File: config.mk
export PLATFORM = sky130hd
export DESIGN_NAME = fifo_burst_reader
export DESIGN_NICKNAME = d
export VERILOG_FILES = /design/src/rtl/fifo_rd_pkg.sv /design/src/rtl/byte_packer.sv /design/src/rtl/fifo_burst_reader.sv
export SDC_FILE = /design/constraint.sdc
export NUM_CORES = 1
export LEC_CHECK = 0
export ABC_AREA = 1
export ABC_CLOCK_PERIOD_IN_PS = 1700
export BUFFER_PORTS_ARGS = -buffer_cell sky130_fd_sc_hd__buf_4
export CORE_MARGIN = 2
export CORE_UTILIZATION = 53
export DETAILED_ROUTE_END_ITERATION = 12
export PLACE_DENSITY = 0.84
export SYNTH_ARGS = -nofsm -noshare
export SYNTH_HDL_FRONTEND = slang
export SYNTH_HIERARCHICAL = 1
export SYNTH_SLANG_ARGS = --single-unit
File: constraint.sdc
create_clock -name sys_clk -period 1.7 [get_ports sys_clk]
set_clock_uncertainty 0.05 [all_clocks]
set_input_delay 0.085 -clock sys_clk [delete_from_list [all_inputs] [get_ports sys_clk]]
set_output_delay 0.085 -clock sys_clk [all_outputs]
set_load 0.005 [all_outputs]
File: src/rtl/fifo_rd_pkg.sv
//==============================================================================
// Module : fifo_rd_pkg
// Shared types and constants for the FIFO burst reader.
// Rev 1.0
//==============================================================================
`default_nettype none
`timescale 1ns/1ps

package fifo_rd_pkg;

    typedef enum logic [1:0] {
        IDLE = 2'd0,
        READ = 2'd1,
        CAPT = 2'd2,
        SEND = 2'd3
    } rd_state_t;

    localparam int BYTES_PER_WORD = 4;
    localparam int BURST_CNT_W    = 16;

endpackage

`default_nettype wire

File: src/rtl/byte_packer.sv
//==============================================================================
// Module : byte_packer
// Four-byte MSB-first shift register with a captured-byte count.
// Rev 1.0
//==============================================================================
`default_nettype none
`timescale 1ns/1ps

module byte_packer
    import fifo_rd_pkg::*;
#(
    parameter int DATA_W = 8
) (
    input  logic                             clk,
    input  logic                             rst_n,
    input  logic                             shift_en,
    input  logic [DATA_W-1:0]                byte_in,
    output logic [BYTES_PER_WORD*DATA_W-1:0] word_out,
    output logic                             full
);

    localparam int CNT_W = $clog2(BYTES_PER_WORD + 1);

    logic [BYTES_PER_WORD*DATA_W-1:0] r_word;
    logic [CNT_W-1:0]                 r_cnt;

    // The first shift after a completed word restarts the count, so no
    // explicit clear is needed between words.
    always_ff @(posedge clk or negedge rst_n) begin
        if (!rst_n) begin
            r_word <= '0;
            r_cnt  <= '0;
        end else if (shift_en) begin
            r_word <= {r_word[(BYTES_PER_WORD-1)*DATA_W-1:0], byte_in};
            r_cnt  <= full ? CNT_W'(1) : r_cnt + CNT_W'(1);
        end
    end

    assign word_out = r_word;
    assign full     = (r_cnt == CNT_W'(BYTES_PER_WORD));

endmodule

`default_nettype wire

File: src/rtl/fifo_burst_reader.sv
//==============================================================================
// Module : fifo_burst_reader
// Drains one burst from a byte FIFO and streams it as packed 32-bit words.
// Rev 1.0
//==============================================================================
`default_nettype none
`timescale 1ns/1ps

module fifo_burst_reader
    import fifo_rd_pkg::*;
#(
    parameter int BURST_LEN = 16,
    parameter int DATA_W    = 8,
    parameter int CNT_W     = 7
) (
    input  logic                   sys_clk,
    input  logic                   sys_rst_n,
    input  logic [DATA_W-1:0]      fifo_rd_data,
    input  logic                   fifo_empty,
    input  logic [CNT_W-1:0]       fifo_rd_data_count,
    output logic                   fifo_rd_en,
    output logic [31:0]            out_data,
    output logic                   out_valid,
    input  logic                   out_ready,
    output logic                   out_last,
    output logic [BURST_CNT_W-1:0] burst_cnt,
    output logic                   err_underflow
);

    localparam int WORDS_PER_BURST = BURST_LEN / BYTES_PER_WORD;
    localparam int WL_W            = $clog2(WORDS_PER_BURST + 1);

    rd_state_t               r_state;
    rd_state_t               w_next_state;
    logic [WL_W-1:0]         r_words_left;
    logic [1:0]              r_beat;
    logic                    r_rd_en_d;
    logic [BURST_CNT_W-1:0]  r_burst_cnt;
    logic                    r_err;
    logic                    w_trigger;
    logic                    w_accept;
    logic                    w_full;
    logic [31:0]             w_word;

    assign w_trigger  = (fifo_rd_data_count >= CNT_W'(BURST_LEN)) && !fifo_empty;
    assign fifo_rd_en = (r_state == READ) && !fifo_empty;
    assign w_accept   = (r_state == SEND) && out_ready;

    always_comb begin
        w_next_state = r_state;
        case (r_state)
            IDLE: if (w_trigger) w_next_state = READ;
            READ: if (fifo_rd_en && r_beat == 2'd3) w_next_state = CAPT;
            // The last read's byte lands on the edge that ends CAPT.
            CAPT: if (r_rd_en_d || w_full) w_next_state = SEND;
            SEND: if (out_ready)
                      w_next_state = (r_words_left == WL_W'(1)) ? IDLE : READ;
            default: w_next_state = IDLE;
        endcase
    end

    always_ff @(posedge sys_clk or negedge sys_rst_n) begin
        if (!sys_rst_n) begin
            r_state      <= IDLE;
            r_words_left <= '0;
            r_beat       <= '0;
            r_rd_en_d    <= 1'b0;
            r_burst_cnt  <= '0;
            r_err        <= 1'b0;
        end else begin
            r_state   <= w_next_state;
            r_rd_en_d <= fifo_rd_en;
            if (r_state == IDLE) begin
                r_beat <= '0;
                if (w_trigger) r_words_left <= WL_W'(WORDS_PER_BURST);
            end else if (fifo_rd_en) begin
                r_beat <= r_beat + 2'd1;
            end
            if (w_accept) begin
                r_words_left <= r_words_left - WL_W'(1);
                r_beat       <= '0;
                if (r_words_left == WL_W'(1)) r_burst_cnt <= r_burst_cnt + 1'b1;
            end
            if (r_state == READ && fifo_empty) r_err <= 1'b1;
        end
    end

    byte_packer #(
        .DATA_W (DATA_W)
    ) u_packer (
        .clk      (sys_clk),
        .rst_n    (sys_rst_n),
        .shift_en (r_rd_en_d),
        .byte_in  (fifo_rd_data),
        .word_out (w_word),
        .full     (w_full)
    );

    assign out_data      = w_word;
    assign out_valid     = (r_state == SEND);
    assign out_last      = (r_state == SEND) && (r_words_left == WL_W'(1));
    assign burst_cnt     = r_burst_cnt;
    assign err_underflow = r_err;

endmodule

`default_nettype wire

# Word level (Yosys, flattened, before mapping)

Cells that the tools add are included.

Magnitude comparators: 1
Eq/ne operators: 10
Reduce and logical (&&, ||, !) cells: 15
Add/subtract/negate cells: 4
Muxes and demuxes: 13

Operators by type and width:

| cell                                                                                 | count |
|---|---|
| 16-bit by 1-bit adder with 16-bit output (second input constant)                     | 1 |
| 2-bit two-way mux                                                                    | 7 |
| 3-bit two-way mux                                                                    | 4 |
| 2-bit case mux with 4 select lines                                                   | 1 |
| 7-bit by 5-bit greater-or-equal comparator with 1-bit output (second input constant) | 1 |
| 2-bit == test (second input constant)                                                | 3 |
| 1-bit logical AND                                                                    | 6 |
| 2-bit inequality test (second input constant)                                        | 3 |
| 2-bit AND reduction                                                                  | 2 |
| 4-bit AND reduction                                                                  | 1 |
| 2-bit nonzero test                                                                   | 2 |
| 3-bit by 1-bit adder with 3-bit output (second input constant)                       | 1 |
| 3-bit by 1-bit == test with 1-bit output (second input constant)                     | 1 |
| 3-bit == test (second input constant)                                                | 1 |
| 3-bit nonzero test                                                                   | 1 |
| 3-bit by 1-bit subtractor with 3-bit output (second input constant)                  | 1 |
| 2-bit by 1-bit adder with 2-bit output (second input constant)                       | 1 |
| 2-bit by 1-bit == test with 1-bit output (second input constant)                     | 1 |
| 2-bit logical NOT                                                                    | 1 |
| 2-bit by 1-bit inequality test with 1-bit output (second input constant)             | 1 |
| 1-bit logical NOT                                                                    | 1 |
| 1-bit logical OR                                                                     | 1 |
| 1-bit two-way mux                                                                    | 1 |

Register bits after elaboration: 60
Input port bits: 19

# Longest topological paths before layout

Gate-level depths: netlist of the first run.

Depth in word-level cells: 5
Depth in mapped cells: 10

# Hierarchy

The synthesis of the first run kept the hierarchy.

By module, submodules not included:

| module            | sequential area each (µm²) | area an instance (µm²) | cells each | instances |
|---|---|---|---|---|
| byte_packer       | 875.8                      | 1,400.1                | 147        | 1 |
| fifo_burst_reader | 625.6                      | 1,382.6                | 158        | 1 |

# Worst setup path after synthesis of the first run

No wires, ideal clock.

Path type: reg-to-reg
Start: register r_state[0]
End: register r_burst_cnt[12] (netlist: burst_cnt[12])
Slack: 0.219 ns
Arrival time: 1.309 ns
Path buffers: 0
Cell stages (with the launch flop): 8
Cell sequence: dfrtp_1 -> ha_1 -> nand2_4 -> nor2_8 -> nand2_2 -> nor2_4 -> nand2_1 -> xor2_1

Longest elaborated chain between the ends: 3

Ends and longest elaborated chain:

| item                          | line                    | RTL |
|---|---|---|
| start: declaration            | fifo_burst_reader.sv:33 | `rd_state_t r_state;` |
| start signal: assignment      | fifo_burst_reader.sv:71 | `r_state <= w_next_state;` |
| 2-bit == test                 | --                      |  |
| named net out_valid           | fifo_burst_reader.sv:23 | `output logic out_valid,` |
| 1-bit logical AND             | fifo_burst_reader.sv:47 | `assign w_accept = (r_state == SEND) && out_ready;` |
| 2-bit AND reduction (no line) | --                      |  |
| end signal: assignment        | fifo_burst_reader.sv:82 | `if (r_words_left == WL_W'(1)) r_burst_cnt <= r_burst_cnt + 1'b1;` |
| end: declaration              | fifo_burst_reader.sv:38 | `logic [BURST_CNT_W-1:0] r_burst_cnt;` |

The timed path passes the listed nets, and every way through them passes these cells.
A chain may end at the register's enable or synchronous reset.

# Worst setup path in the final report of the first run

Start: register r_state[1]
End: register r_burst_cnt[14] (netlist: burst_cnt[14])

Longest elaborated chain between the ends: 3

Ends and longest elaborated chain:

| item                          | line |
|---|---|
| 2-bit == test                 | fifo_burst_reader.sv:47 |
| 1-bit logical AND             | fifo_burst_reader.sv:47 |
| 2-bit AND reduction (no line) | -- |

Every way passes these cells.

==> impl_results.rst, run 1 <==
.. list-table::
   :header-rows: 1

   * - Metric
     - Value
   * - Measured slew at the worst slew-check pin
     - 752 ps
   * - Clock-pin transition on the worst setup and hold timing paths
     - ~60 ps
   * - Worst relative slew slack
     - between 40% and 50%
   * - Mux cell area share after synthesis
     - 0%
   * - Net load switching power
     - between 1500 and 2000 uW
   * - Remaining routing DRC violations
     - 0
   * - Area of the core
     - 5070 um2
   * - Required time of the worst setup path
     - between 1500 and 2000 ps
   * - Dpl cells
     - between 400 and 500
   * - Rows
     - 26
   * - Int Power
     - 3510 uW
   * - Outcome
     - finished, final reports clean
   * - Post-synth EDFFs
     - 0
   * - Initial Util
     - 54.8%
   * - Final Net Count
     - 419
   * - Diodes inserted
     - 0
   * - Worst path cell trace
     - ha_2 > nand2_4 > nor2_8 > nand3_2 > nor2_2 > nand3_1 > nand2_1 > inv_1
   * - Warnings, synthesis
     - 6
   * - Critical path class
     - flip-flop to flip-flop
   * - Leftover overflow at the end of global routing
     - 0
   * - Tightest Hold Check Type
     - primary input to flip-flop
   * - CP max stage cell
     - dfrtp_1
   * - HPWL after detailed placement
     - between 3000 and 4000 um
   * - Die width
     - 76.5 um
   * - Total Wirelength
     - 5960 um
   * - Count of state elements after synthesis
     - 60
   * - Fraction of power spent switching nets
     - 34.0%
   * - Arr. time, crit path
     - 1750 ps
   * - Antenna violations before repair
     - 0
   * - Number of slew-limit violations in the final report
     - 0
   * - WL per Instance
     - 12.9 um
   * - Top-count cell post-synth
     - nand2_1
   * - Antenna-violating nets left
     - 0
   * - Distinct cell type count of the synthesized netlist
     - 30
   * - Via Count
     - roughly 2300
   * - Max-cap violations
     - 0
   * - Last weighted congestion value of the routability-driven placer
     - 0.785
   * - Total power
     - 5320 uW
   * - Post-synthesis area per instance
     - 9.12 um2
   * - Asr flop ratio synth
     - 100%
   * - Worst stage delay on the critical path
     - 410 ps
   * - Dominant cell type by area after synthesis
     - dfrtp_1
   * - H-tree lvl count
     - 3
   * - Pre-Repair DR Iteration Count
     - 4
   * - Clk sinks
     - 60
   * - Clock tree from TritonCTS
     - yes
   * - First-pass GRT wire length
     - 9860 um
   * - Setup repair after global routing missed its margin
     - no
   * - Num ports
     - 71
   * - Adder-cell share of the synthesized area
     - 4.50%
   * - Die Outline Area
     - 5850 um2
   * - Port Buf Inserts
     - between 60 and 70
   * - Top cell type's share of synthesized area
     - 54.0%
   * - Share of synthesized cell area in and, or, nand and nor gates
     - 24.3%
   * - Synthesized-area fraction occupied by xor and xnor cells
     - roughly 4.1%
   * - Power density over the cells
     - 1470 nW/um2
   * - Y dimension of the die
     - ~76 um
   * - Prevailing post-synth register cell
     - dfrtp_1
   * - Gr usage total
     - between 20% and 30%
   * - Leakage power figure
     - 0.00193 uW
   * - Largest cells by area after synthesis
     - dfrtp_1 (54%), nand2_1 (14%), inv_1 (4.7%)
   * - Register-to-register setup slack
     - 120 ps
   * - Skew-Pair Late Insertion Delay
     - 330 ps
   * - Number of filler cells placed in the layout
     - 383
   * - Fraction of the yosys area taken by sequential cells
     - 54.0%
   * - Final period utilization
     - 92.8%
   * - Maximum clock frequency
     - roughly 0.63 GHz
   * - Final setup fails
     - 0
   * - Root buffer cell
     - clkbuf_8
   * - Share of post-route cells with drive strength above 1
     - 26.2%
   * - Mean number of vias per cell
     - between 4 and 5
   * - Number of hold-slack violations in the final timing report
     - 0
   * - Main combinational cell family by area after synthesis
     - simple AND/OR/NAND/NOR gates
   * - Shortest clock period the worst path allows after layout
     - 1580 ps
   * - Largest driver fanout on the critical path
     - 8
   * - IR drop worst, VDD
     - 0.799 mV
   * - Mapped Cells
     - 305
   * - Buffer depth of the longest clock path
     - 2
   * - Area of the mapped netlist
     - between 2000 and 3000 um2
   * - Power share of the sequential group
     - 41.6%
   * - Number of global-route vias before repair
     - about 2200
   * - Commonest cells in the synthesized netlist
     - nand2_1 (101), dfrtp_1 (60), inv_1 (35)
   * - Relative contribution of the clock network to total power
     - between 20% and 30%
   * - Accumulated negative setup slack
     - 0 ps
   * - First DRT Iteration DRCs
     - 137
   * - Number of buffers added by the clock tree synthesis step
     - 9
   * - Mapped Nets
     - 334
   * - Synthesis-to-layout area growth
     - 30.4%
   * - Critical path startpoint category
     - flip-flop
   * - CP Capture Type
     - flip-flop
   * - Fraction of the mapped netlist area in compound gates
     - 5.85%
   * - Pin count of the biggest net entering global routing
     - 61
   * - Post-Layout Cell Count
     - roughly 460
   * - Share of power burned in combinational logic
     - around a third
power groups by stage:
| stage | clock, uW | sequential [uW] | combinational [uW] |
|---|---|---|---|
| global route | 1360 | 2280 | 2060 |
| CTS | 1280 | 2210 | 1800 |
| finish | 1270 | 2210 | 1840 |
| detailed placement | 0 | 2230 | 1760 |
| floorplan | 0 | 2200 | 981 |
| global placement | 0 | 2200 | 1680 |
registers in the layout, summed over array words and instances, names as in the netlist:
name               cells
r_beat                 2
r_rd_en_d              1
err_underflow          1
u_packer/r_cnt         3
r_state                2
r_words_left           3
burst_cnt             16
u_packer/word_out     32
per-layer routing:
layer  global-route usage, %  vias to the layer above  wire (um)
li1                        -                     1117          -
met1                    26.4                     1060       2630
met2                    35.0                       85       2830
met3                    6.16                       19        335
met4                    9.45                        0        161
met5                       0                        -          0
area by class of cell:
class | count | area [um2] | share of cell area [%]
Clock buffer | 12 | 155 | 4.28
Clock inverter | 2 | 35.0 | 0.966
Inverter | 36 | 135 | 3.72
Multi-Input combinational cell | 202 | 1080 | 29.8
Sequential cell | 60 | 1500 | 41.4
Tap cell | 70 | 87.6 | 2.41
Timing Repair Buffer | 81 | 633 | 17.4
cells in the final DEF (no fill, tap or decap), drive strengths merged:
master and count:
nand2 104, buf 71, dfrtp 60, inv 36
nor2 26, o21ai 23, nand3 13, clkbuf 12
xor2 10, dlygate4sd3 10, ha 10, xnor2 3
a21oi 3, nand3b 3, nor3 3, nor3b 1
nand4 1, a31oi 1, o21bai 1, bufinv 1
clkinv 1
cell families after synthesis:
group	Yosys count
simple gates	151
buf+inv	43
fa+ha+maj	10
flops	60
xor+xnor	13
compound gates	28
metrics by stage:
stage	instance area, um2	setup WS (ps)	utilization [%]	hold slack [ps]
global route	3630	25.3	71.5	90.9
detailed placement	3320	79.6	65.4	155
global placement	3320	152	65.4	149
CTS	3610	42.9	71.1	76.0
floorplan	2780	219	-	-261
finish	3630	122	71.5	93.5
critical path: cells and delay by family, from the launching register on:
family	cells	cell delay, ps
DFF	1	410
adders and majority gates	1	270
and+or+nand+nor	6	710
buffers and inverters	1	40
repair_timing:
action,4_1_cts,5_1_grt
gates resized for setup,0,2
hold buffers,10,0
buffers inserted,0,2
endpoints found under the hold margin,71,0
setup endpoints to repair,0,6
worst paths after layout:
kind	startpoint	cells past startpoint	to
setup / recovery	r_state[1]	8	burst_cnt[14]
hold / removal	out_ready	3	r_words_left[2]
setup reg to reg	r_state[1]	8	burst_cnt[14]
hold reg to reg	u_packer/word_out[25]	2	u_packer/word_out[25]
max in group asynchronous	sys_rst_n	2	r_state[0]
min in group asynchronous	sys_rst_n	2	u_packer/word_out[31]
Power figures use the tool's default switching activity.
==> inputs of run 2 (changes only) <==
- CORE_UTILIZATION: 53 -> 55
- CTS_BUF_LIST: unset -> sky130_fd_sc_hd__clkbuf_8
- PLACE_DENSITY: 0.84 -> 0.86
- SKIP_CTS_REPAIR_TIMING: unset -> 1
==> run 2 against run 1 <==
Net effect: critical path type is now flip-flop to primary output; fmax down 2.3%; largest cell class unchanged; worst setup slack got worse by 38 ps; wire length shrank 3.3%; first-iteration DRC count is 1.5% higher; sequential cell count unchanged; global-route usage down 0.53 points; final area is 0.14% higher; sequential power about the same; final cell count down 1.1%.
==> impl_results.rst, run 2 (synthesis gave the netlist of run 1 again) <==
.. list-table::
   :header-rows: 1

   * - Metric
     - Value
   * - Share of power burned in combinational logic
     - 33.3% (-1.3 points)
   * - Largest driver fanout on the critical path
     - 5 (-3)
   * - Register-to-register setup slack
     - 150 ps (+30 ps)
   * - Gr usage total
     - 20.8% (-0.53 points)
   * - Skew-Pair Late Insertion Delay
     - 330 ps (about the same)
   * - Final Net Count
     - 415 (-0.95%)
   * - Worst Reg2Reg Path Length in Cells
     - 8 (unchanged)
   * - CP max stage cell
     - dfrtp_1
   * - Power share of the sequential group
     - 40.8% (-0.8 points)
   * - Remaining routing DRC violations
     - 0 (unchanged)
   * - Critical path startpoint category
     - flip-flop
   * - Fraction of power spent switching nets
     - 33.4% (-0.53 points)
   * - Power density over the cells
     - 1490 nW/um2 (+1.4%)
   * - Arr. time, crit path
     - 1480 ps (-270 ps)
   * - Buf/Inv on CP
     - 4 (+3)
   * - Number of buffers added by the clock tree synthesis step
     - 9 (unchanged)
   * - Critical path class
     - flip-flop to primary output
   * - Number of hold-slack violations in the final timing report
     - 0 (unchanged)
   * - Maximum clock frequency
     - 0.619 GHz (-2.3%)
   * - Pre-Repair DR Iteration Count
     - 5 (+1)
   * - Clock tree from TritonCTS
     - yes
   * - Setup repair after global routing missed its margin
     - no
   * - H-tree lvl count
     - 3 (unchanged)
   * - CP Capture Type
     - primary output
   * - Dpl cells
     - 433 (-0.92%)
   * - Number of global-route vias before repair
     - 2060 (-5.2%)
   * - Via Count
     - 2255 (-1.1%)
   * - CP delay by family, top
     - flip-flops
   * - Required time of the worst setup path
     - 1560 ps (-310 ps)
   * - Die width
     - 75.1 um (-1.7%)
   * - Accumulated negative setup slack
     - 0 ps (unchanged)
   * - Port Buf Inserts
     - 66 (unchanged)
   * - End of the worst hold path
     - r_rd_en_d
   * - Antenna violations before repair
     - 0 (unchanged)
   * - Post-route worst hold slack
     - 15.1 ps (-78.4 ps)
   * - Launch point of the worst reg-to-reg path
     - r_state[0]
   * - WL per Instance
     - 12.6 um (-2.3%)
   * - Most common library cell in the layout ignoring fill and taps
     - nand2_1
   * - Number of flip-flops under the largest register name
     - 32 (unchanged)
   * - Total Wirelength
     - 5760 um (-3.3%)
   * - Cell count of the worst hold path
     - 3 (unchanged)
   * - Share of post-route cells with drive strength above 1
     - 25.8% (-0.38 points)
   * - First DRT Iteration DRCs
     - 139 (+1.5%)
   * - Net load switching power
     - 1810 uW (about the same)
   * - Clk sinks
     - 60 (unchanged)
   * - Worst relative slew slack
     - 51.1% (+1.3 points)
   * - HPWL after detailed placement
     - 3760 um (-2.2%)
   * - Root buffer cell
     - clkbuf_8
   * - Pin count of the biggest net entering global routing
     - 61 (unchanged)
   * - Number of filler cells placed in the layout
     - 332 (-13%)
   * - Area of the core
     - 4790 um2 (-5.7%)
   * - IR drop worst, VDD
     - 0.992 mV (+24%)
   * - Final period utilization
     - 95.0% (+2.2 points)
   * - Worst slack, placed
     - 95.1 ps (+15.5 ps)
   * - Number of slew-limit violations in the final report
     - 0 (unchanged)
   * - Int Power
     - 3590 uW (+2.4%)
   * - First-pass GRT wire length
     - 8850 um (-10%)
   * - Worst stage delay on the critical path
     - 450 ps (+40 ps)
   * - Antenna-violating nets left
     - 0 (unchanged)
   * - Leading cell types in the layout, fill and taps excluded
     - nand2_1 (101), buf_4 (68), dfrtp_1 (60), inv_1 (37), nor2_1 (21)
   * - Final setup fails
     - 0 (unchanged)
   * - Mean number of vias per cell
     - 4.92 (about the same)
   * - Outcome
     - finished, final reports clean
   * - Worst path cell trace
     - inv_1 > ha_1 > inv_1 > nor2_1 > buf_4 > buf_4
   * - Relative contribution of the clock network to total power
     - 25.8% (+2.0 points)
   * - Final setup margin
     - 84.5 ps (-37.7 ps)
   * - Leftover overflow at the end of global routing
     - 0 (unchanged)
   * - Num ports
     - 71 (unchanged)
   * - Diodes inserted
     - 0 (unchanged)
   * - Post-Layout Cell Count
     - 458 (-1.1%)
   * - Measured slew at the worst slew-check pin
     - 733 ps (-18.9 ps)
   * - Last weighted congestion value of the routability-driven placer
     - 0.810 (+3.1%)
   * - Initial Util
     - 58.1% (+3.3 points)
   * - Max-cap violations
     - 0 (unchanged)
   * - RR Endpoint
     - burst_cnt[14]
   * - Tightest Hold Check Type
     - primary input to flip-flop
   * - Clock-pin transition on the worst setup and hold timing paths
     - 60 ps (about the same)
   * - Leakage power figure
     - 0.00193 uW (about the same)
   * - Buffer depth of the longest clock path
     - 2 (unchanged)
   * - Die Outline Area
     - 5640 um2 (-3.4%)
   * - Synthesis-to-layout area growth
     - 30.6%
   * - Shortest clock period the worst path allows after layout
     - 1620 ps (+37.7 ps)
   * - Y dimension of the die
     - 75.1 um (-1.7%)
   * - Rows
     - 25 (-3.8%)
   * - Hold wc startpoint
     - fifo_empty
[run 2: cell count changes in the layout (fill, tap and decap cells not counted)]
cell and delta:
nor3_1 -1, inv_1 +2, nor3_2 +1, clkbuf_8 -1, clkinvlp_4 +1, buf_4 -3
dfrtp_1 +1, ha_4 +1, dfrtp_2 -1, bufinv_16 +1, clkbuf_1 -1, dlygate4sd3_1 -1
ha_2 -1
[run 2: cell type report]
| type | count | area, um2 | area share [%] |
|---|---|---|---|
| inverters | 36 | 135 | 3.72 |
| clock buffers | 10 | 138 | 3.79 |
| well taps | 67 | 83.8 | 2.31 |
| multi-input cells | 202 | 1090 | 30.1 |
| flip-flops and latches | 60 | 1500 | 41.3 |
| clock inverters | 6 | 80.1 | 2.20 |
| repair buffers | 77 | 601 | 16.5 |
[run 2: stage by stage]
step | cell area, um2 | util (%) | total power (uW)
after floorplan | 2780 | - | 3180
after global placement | 3310 | 69.1 | 3870
after detailed placement | 3310 | 69.1 | 3960
after CTS | 3530 | 73.7 | 5370
after global routing | 3630 | 75.9 | 5810
final | 3630 | 75.9 | 5400
[run 2: tightest hold or removal path, cell delays in order]
cell and delay, ps:
buf_4 80, nor2_1 50, buf_4 140
[run 2: power by group through the flow]
stage / Combinational (uW) / Clock, uW / Sequential [uW]
3_3_place_gp: 1670 / 0 / 2200
4_1_cts: 1770 / 1410 / 2190
3_5_place_dp: 1750 / 0 / 2210
5_1_grt: 2070 / 1470 / 2270
6_report: 1800 / 1390 / 2210
2_1_floorplan: 981 / 0 / 2200
[run 2: how the worst max path moves through the flow]
stage	startpoint	end	slack, ps	cells past startpoint
3_5_place_dp	r_state[0]	burst_cnt[14]	100	8
5_1_grt	r_state[0]	burst_cnt[14]	10	8
6_report	r_state[1]	fifo_rd_en	80	6
3_3_place_gp	r_state[0]	burst_cnt[12]	150	7
2_1_floorplan	r_state[0]	burst_cnt[12]	220	7
4_1_cts	r_state[0]	burst_cnt[14]	60	8
[run 2: per-layer routing]
metal  vias up  routed length [um]  GRT usage (%)
met5         -                   0              0
met4         0                  82           9.94
met3         7                 340           5.62
met2        73                2810           33.3
met1      1071                2520           26.4
li1       1104                   -              -
